--- src/rtl/lif_pkg.sv ---
// Shared types and reset defaults for the leaky integrate-and-fire neuron bank.
package lif_pkg;

  typedef enum logic {
    StIntegrate,
    StRefractory
  } lif_state_e;

  localparam int unsigned LifDefThresh    = 127;
  localparam int unsigned LifDefLeakShift = 1;
  localparam int unsigned LifDefRefrac    = 2;

  localparam int unsigned SpikeCntW = 16;

endpackage

--- src/rtl/lif_cell.sv ---
// One leaky integrate-and-fire neuron: saturating integrator, leak shifter, refractory counter.
// Optional saturating spike counter when LIF_SPIKE_COUNT_EN is defined.
module lif_cell
  import lif_pkg::*;
#(
  parameter int unsigned WIDTH    = 8,
  parameter int unsigned REFRAC_W = 4
) (
  input  logic                 clk,
  input  logic                 rst,
  input  logic                 step,
  input  logic [WIDTH-1:0]     current,
  input  logic [WIDTH-1:0]     threshold,
  input  logic [3:0]           leak_shift,
  input  logic [REFRAC_W-1:0]  refrac,
`ifdef LIF_SPIKE_COUNT_EN
  input  logic                 cnt_clr,
  output logic [SpikeCntW-1:0] spike_count,
`endif
  output logic                 spike,
  output logic [WIDTH-1:0]     state
);

  lif_state_e          fsm_q, fsm_d;
  logic [WIDTH-1:0]    mem_q, mem_d;
  logic [REFRAC_W-1:0] cnt_q, cnt_d;
  logic                spike_q, spike_d;

  logic [WIDTH-1:0] leak;
  logic [WIDTH:0]   sum_raw;
  logic [WIDTH-1:0] sum;

  // Shifting by WIDTH or more would leave nothing; make that explicit.
  always_comb begin
    if (32'(leak_shift) >= WIDTH) begin
      leak = '0;
    end else begin
      leak = mem_q >> leak_shift;
    end
    sum_raw = {1'b0, current} + {1'b0, leak};
    sum     = sum_raw[WIDTH] ? '1 : sum_raw[WIDTH-1:0];
  end

  always_ff @(posedge clk) begin
    if (rst) begin
      fsm_q   <= StIntegrate;
      mem_q   <= '0;
      cnt_q   <= '0;
      spike_q <= 1'b0;
    end else begin
      fsm_q   <= fsm_d;
      mem_q   <= mem_d;
      cnt_q   <= cnt_d;
      spike_q <= spike_d;
    end
  end

  always_comb begin
    fsm_d   = fsm_q;
    mem_d   = mem_q;
    cnt_d   = cnt_q;
    spike_d = 1'b0;
    if (step) begin
      unique case (fsm_q)
        StIntegrate: begin
          if (sum >= threshold) begin
            mem_d   = '0;
            spike_d = 1'b1;
            if (refrac != '0) begin
              cnt_d = refrac;
              fsm_d = StRefractory;
            end
          end else begin
            mem_d = sum;
          end
        end
        StRefractory: begin
          mem_d = '0;
          cnt_d = cnt_q - 1'b1;
          // Leaving on a count of 1 skips exactly refrac steps.
          if (cnt_q <= REFRAC_W'(1)) begin
            cnt_d = '0;
            fsm_d = StIntegrate;
          end
        end
        default: fsm_d = StIntegrate;
      endcase
    end
  end

  always_comb begin
    spike = spike_q;
    state = mem_q;
  end

`ifdef LIF_SPIKE_COUNT_EN
  logic [SpikeCntW-1:0] scnt_q;

  always_ff @(posedge clk) begin
    if (rst || cnt_clr) begin
      scnt_q <= '0;
    end else if (spike_d && (scnt_q != '1)) begin
      scnt_q <= scnt_q + 1'b1;
    end
  end

  assign spike_count = scnt_q;
`endif

endmodule

--- src/rtl/lif_array.sv ---
// Bank of NUM_CH independent LIF neurons sharing one run-time configuration.
// Define LIF_SPIKE_COUNT_EN to add per-channel saturating spike counters.
module lif_array
  import lif_pkg::*;
#(
  parameter int unsigned WIDTH          = 8,
  parameter int unsigned NUM_CH         = 4,
  parameter int unsigned REFRAC_W       = 4,
  parameter int unsigned DEF_THRESH     = LifDefThresh,
  parameter int unsigned DEF_LEAK_SHIFT = LifDefLeakShift,
  parameter int unsigned DEF_REFRAC     = LifDefRefrac
) (
  input  logic                        clk,
  input  logic                        rst,
  input  logic                        step,
  input  logic [NUM_CH*WIDTH-1:0]     current,
  input  logic                        cfg_we,
  input  logic [WIDTH-1:0]            cfg_threshold,
  input  logic [3:0]                  cfg_leak_shift,
  input  logic [REFRAC_W-1:0]         cfg_refrac,
`ifdef LIF_SPIKE_COUNT_EN
  input  logic                        cnt_clr,
  output logic [NUM_CH*SpikeCntW-1:0] spike_count,
`endif
  output logic [NUM_CH-1:0]           spike,
  output logic [NUM_CH*WIDTH-1:0]     state
);

  logic [WIDTH-1:0]    thresh_q;
  logic [3:0]          leak_q;
  logic [REFRAC_W-1:0] refrac_q;

  // A step coinciding with cfg_we still sees the old values.
  always_ff @(posedge clk) begin
    if (rst) begin
      thresh_q <= WIDTH'(DEF_THRESH);
      leak_q   <= 4'(DEF_LEAK_SHIFT);
      refrac_q <= REFRAC_W'(DEF_REFRAC);
    end else if (cfg_we) begin
      thresh_q <= cfg_threshold;
      leak_q   <= cfg_leak_shift;
      refrac_q <= cfg_refrac;
    end
  end

  for (genvar i = 0; i < NUM_CH; i++) begin : g_ch
    lif_cell #(
      .WIDTH    (WIDTH),
      .REFRAC_W (REFRAC_W)
    ) u_cell (
      .clk         (clk),
      .rst         (rst),
      .step        (step),
      .current     (current[i*WIDTH +: WIDTH]),
      .threshold   (thresh_q),
      .leak_shift  (leak_q),
      .refrac      (refrac_q),
`ifdef LIF_SPIKE_COUNT_EN
      .cnt_clr     (cnt_clr),
      .spike_count (spike_count[i*SpikeCntW +: SpikeCntW]),
`endif
      .spike       (spike[i]),
      .state       (state[i*WIDTH +: WIDTH])
    );
  end

endmodule

--- config.mk ---
export PLATFORM = sky130hd
export DESIGN_NAME = lif_array
export DESIGN_NICKNAME = d
export VERILOG_FILES = /design/src/rtl/lif_pkg.sv /design/src/rtl/lif_cell.sv /design/src/rtl/lif_array.sv
export SDC_FILE = /design/constraint.sdc
export NUM_CORES = 1
export LEC_CHECK = 0
export ABC_AREA = 1
export BUFFER_PORTS_ARGS = -buffer_cell sky130_fd_sc_hd__buf_2
export CORE_MARGIN = 2
export CORE_UTILIZATION = 32
export DETAILED_ROUTE_END_ITERATION = 12
export SLEW_MARGIN = 20
export SYNTH_ARGS = -nofsm -noshare
export SYNTH_HDL_FRONTEND = slang
export SYNTH_HIERARCHICAL = 1
export SYNTH_SLANG_ARGS = --single-unit
--- constraint.sdc ---
create_clock -name clk -period 4.19 [get_ports clk]
set_clock_uncertainty 0.1 [all_clocks]
set_input_delay 0.419 -clock clk [delete_from_list [all_inputs] [get_ports clk]]
set_output_delay 0.419 -clock clk [all_outputs]
set_load 0.05 [all_outputs]
==> run summary <==
Final Wtd Congestion: 0.904
final setup TNS: 0 ns
hold path endpoint: thresh_q[0]
max-cap violations: 0
outcome: completed
Cell Rows: 53
CP Capture Type: flip-flop
met3 Usage GRT: 2.39%
WS Path Type: reg2reg
busiest grt layer: met2
met2 usage: 27.1%
Avg WL per Cell: 12.3 um
P&R area growth vs syn: 17.3%
dominant synthesized flop cell: dfxtp_1
fillers: 2298
register area share after synthesis: 21.4%
min Tclk post-route: 3.83 ns
Synth area leaders: dfxtp_1, nand2_1, ha_1
worst slew pin tran: 0.921 ns
net count after synthesis: 1224
# diodes: 0
Clock Latency Late Sink: 0.34 ns
CP cell instances: buf_12 -> inv_1 -> nand2_1 -> o21ai_0 -> mux2i_1 -> o22ai_1 -> ha_1 -> fa_1 -> nand3_1 -> nand3_2 -> a21oi_4 -> buf_12 -> nand2_1 -> ha_1 -> nand2_1 -> nor2_1 -> nor2_1 -> nand2_1 -> nand2_1 -> nand3_1 -> nand3_2 -> nand2_1 -> nand2_1 -> nor2_1
first-pass GRT wire length: 29100 um
Global Route Usage Sum: 16.3%
min-delay worst type: in2reg
Port Buffers: 87
CTS HTree Levels: 3
IO Count: 88
top cells by count, synth: nand2_1, inv_1, nor2_1, dfxtp_1, ha_1
largest net degree at the start of global routing: 46
peak per-stage delay on the critical path: 0.44 ns
initial antenna violation count: 1
Initial Utilization: 32.3%
DIE AREA: 22200 sq um
slowest CP cell: fa_1
vias in the first global route: 6100
Slew Limit Fails: 0
DRT Pass-1 Iters: 5
reg2reg end: g_ch[0].u_cell/cnt_q[1]
clk buf depth: 2
post-synth top area share: 21.4%
Non-Filler Instances: 1477
Yosys warning count: 6
drt total wl: 18200 um
cell at the root of the clock tree: clkbuf_16
FF-to-FF path depth: 24
Final HPWL DP: 14500 um
Fmax: 261 MHz
Die Y: 149 um
Unique masters post-synth: 29
Hold Crit Start: cfg_threshold[0]
core area: 20800 sq um
Post-synth ARST share: 0%
Slew HR: 38.6%
DRC: 0
routed vias/inst: 4.57
Sink Count: 72
Clk pin slew, worst setup/hold paths: 0.06 ns
final hold vios: 0
layout cell share with drive strength beyond 1: 13.6%
r2r setup slk: 0.36 ns
placed insts: 1456
Top cell by count, worst path: nand2_1
Synth Instances: 1096
Arr. time, crit path: 4.00 ns
met1 Use GR: 22.0%
final setup violation count: 0
DR vias: 6743
DR iter-0 viols: 306
biggest area consumer among synthesized cells: dfxtp_1
Max FO, Critical Path: 41
number of synthesized flops with an enable pin: 0
Min-Delay Path Depth: 3
gr ovfl total: 0
mapped cell area: 6730 sq um
RSZ-0062 raised after global routing: no
CP Launch Type: flip-flop
Critical Path RT: 4.37 ns
period utilisation layout: 91.3%
cell with the most instances after synthesis: nand2_1
Seq cells post-synth: 72
Max VDD drop: 217 uV
CTS tree: done
average cell area after synthesis: 6.14 sq um
Die Span X: 149 um
Final nets: 1325
leakage: 4.50 nW
cts bufs inserted: 9
RR Startpoint: leak_q[0]
Cell Pwr Density: 371 nW/um^2
ANT nets after route: 0
-- cell usage in the layout, fill, tap and decap left out --
| master | count |
|---|---|
| nand3_1 | 65 |
| o21ai_0 | 60 |
| nand2_1 | 352 |
| dfxtp_2 | 1 |
| nand2_2 | 12 |
| bufinv_16 | 1 |
| nor2_8 | 4 |
| inv_6 | 1 |
| nand3_2 | 16 |
| o21ai_1 | 4 |
| inv_2 | 6 |
| inv_1 | 183 |
| clkbuf_1 | 1 |
| ha_1 | 72 |
| nor4_1 | 4 |
| a21o_1 | 4 |
| buf_4 | 12 |
| o22ai_1 | 8 |
| nor3_1 | 4 |
| clkbuf_8 | 2 |
| a21oi_1 | 44 |
| xnor2_1 | 8 |
| a21oi_4 | 4 |
| o211ai_1 | 8 |
| clkinvlp_4 | 1 |
| fa_1 | 4 |
| clkinv_2 | 1 |
| mux2i_1 | 4 |
| nand4_1 | 16 |
| clkinv_1 | 4 |
| nor2_2 | 4 |
| dfxtp_1 | 71 |
| clkbuf_16 | 9 |
| xor2_1 | 12 |
| buf_12 | 3 |
| buf_2 | 87 |
| nor2_1 | 110 |
-- cells by family after synthesis --
kind of cell / Yosys count / share of synthesized area, %
XOR/XNOR: 20 / 2.60
flip-flops: 72 / 21.4
multiplexers: 4 / 0.595
adder cells (fa/ha/maj): 76 / 14.6
AND/OR/NAND/NOR: 587 / 37.8
buffers and inverters: 205 / 11.9
AO/OA/AOI/OAI: 132 / 11.1
-- registers in the layout (all words and copies together) (netlist names) --
| signal | cells |
|---|---|
| g_ch.u_cell/state | 32 |
| g_ch.u_cell/cnt_q | 16 |
| thresh_q | 8 |
| g_ch.u_cell/fsm_q | 4 |
| g_ch.u_cell/spike | 4 |
| leak_q | 4 |
| refrac_q | 4 |
-- what timing repair did --
action	CTS	global route
hold endpoints to repair	0	0
hold buffers	0	0
buffers inserted	0	5
gates resized for setup	0	1
setup endpoints to repair	0	30
-- critical path: cells and delay by family, from the launching register on --
kind	cells	cell delay [ns]
AOI/OAI and AO/OA	3	0.45
adders and majority gates	3	0.98
buffers and inverters	3	0.48
DFF	1	0.35
muxes	1	0.20
and+or+nand+nor	14	1.21
-- where the power goes --
group          total (W)  internal (W)  leakage, nW  switching [W]
logic            0.00128      0.000451         3.76       0.000831
clock network   0.000787      0.000494        0.149       0.000292
registers       0.000855      0.000767        0.592      0.0000879
total            0.00292       0.00171         4.50        0.00121
-- per-layer routing --
layer | part of all wire [%] | wire length (um)
met1 | 49 | 8980
met2 | 45 | 8210
met3 | 3.8 | 685
met4 | 1.5 | 267
met5 | 0.072 | 13
-- cell type report --
cell class / instances / area, sq um / share of cell area, %
Clock buffer: 12 / 256 / 3.25
Tap cell: 275 / 344 / 4.36
Clock inverter: 4 / 51.3 / 0.650
Timing Repair Buffer: 102 / 586 / 7.42
Inverter: 193 / 724 / 9.18
Sequential cell: 72 / 1440 / 18.3
Multi-Input combinational cell: 819 / 4490 / 56.9
-- worst max-delay path by stage --
stage	startpoint	to	slack, ns
2_1_floorplan	leak_q[1]	g_ch[0].u_cell/state[0]	0.54
3_3_place_gp	leak_q[1]	g_ch[0].u_cell/state[0]	0.28
3_5_place_dp	leak_q[1]	g_ch[0].u_cell/state[0]	0.23
4_1_cts	leak_q[1]	g_ch[0].u_cell/state[0]	0.20
5_1_grt	leak_q[0]	g_ch[0].u_cell/state[2]	0.01
6_report	leak_q[0]	g_ch[0].u_cell/cnt_q[1]	0.36
-- per-stage QoR --
| step | cell area [sq um] | util (%) | hold slack [ns] | worst slack, ns | power (W) |
|---|---|---|---|---|---|
| 2_1_floorplan | 6730 | - | 0.371 | 0.543 | 0.00184 |
| 6_report | 7890 | 37.9 | 0.194 | 0.362 | 0.00292 |
| 4_1_cts | 7840 | 37.7 | 0.177 | 0.198 | 0.00295 |
| 3_3_place_gp | 7530 | 36.2 | 0.375 | 0.279 | 0.00214 |
| 3_5_place_dp | 7530 | 36.2 | 0.380 | 0.226 | 0.00215 |
| 5_1_grt | 7890 | 37.9 | 0.196 | 0.00954 | 0.00318 |
Power figures use the tool's default switching activity.
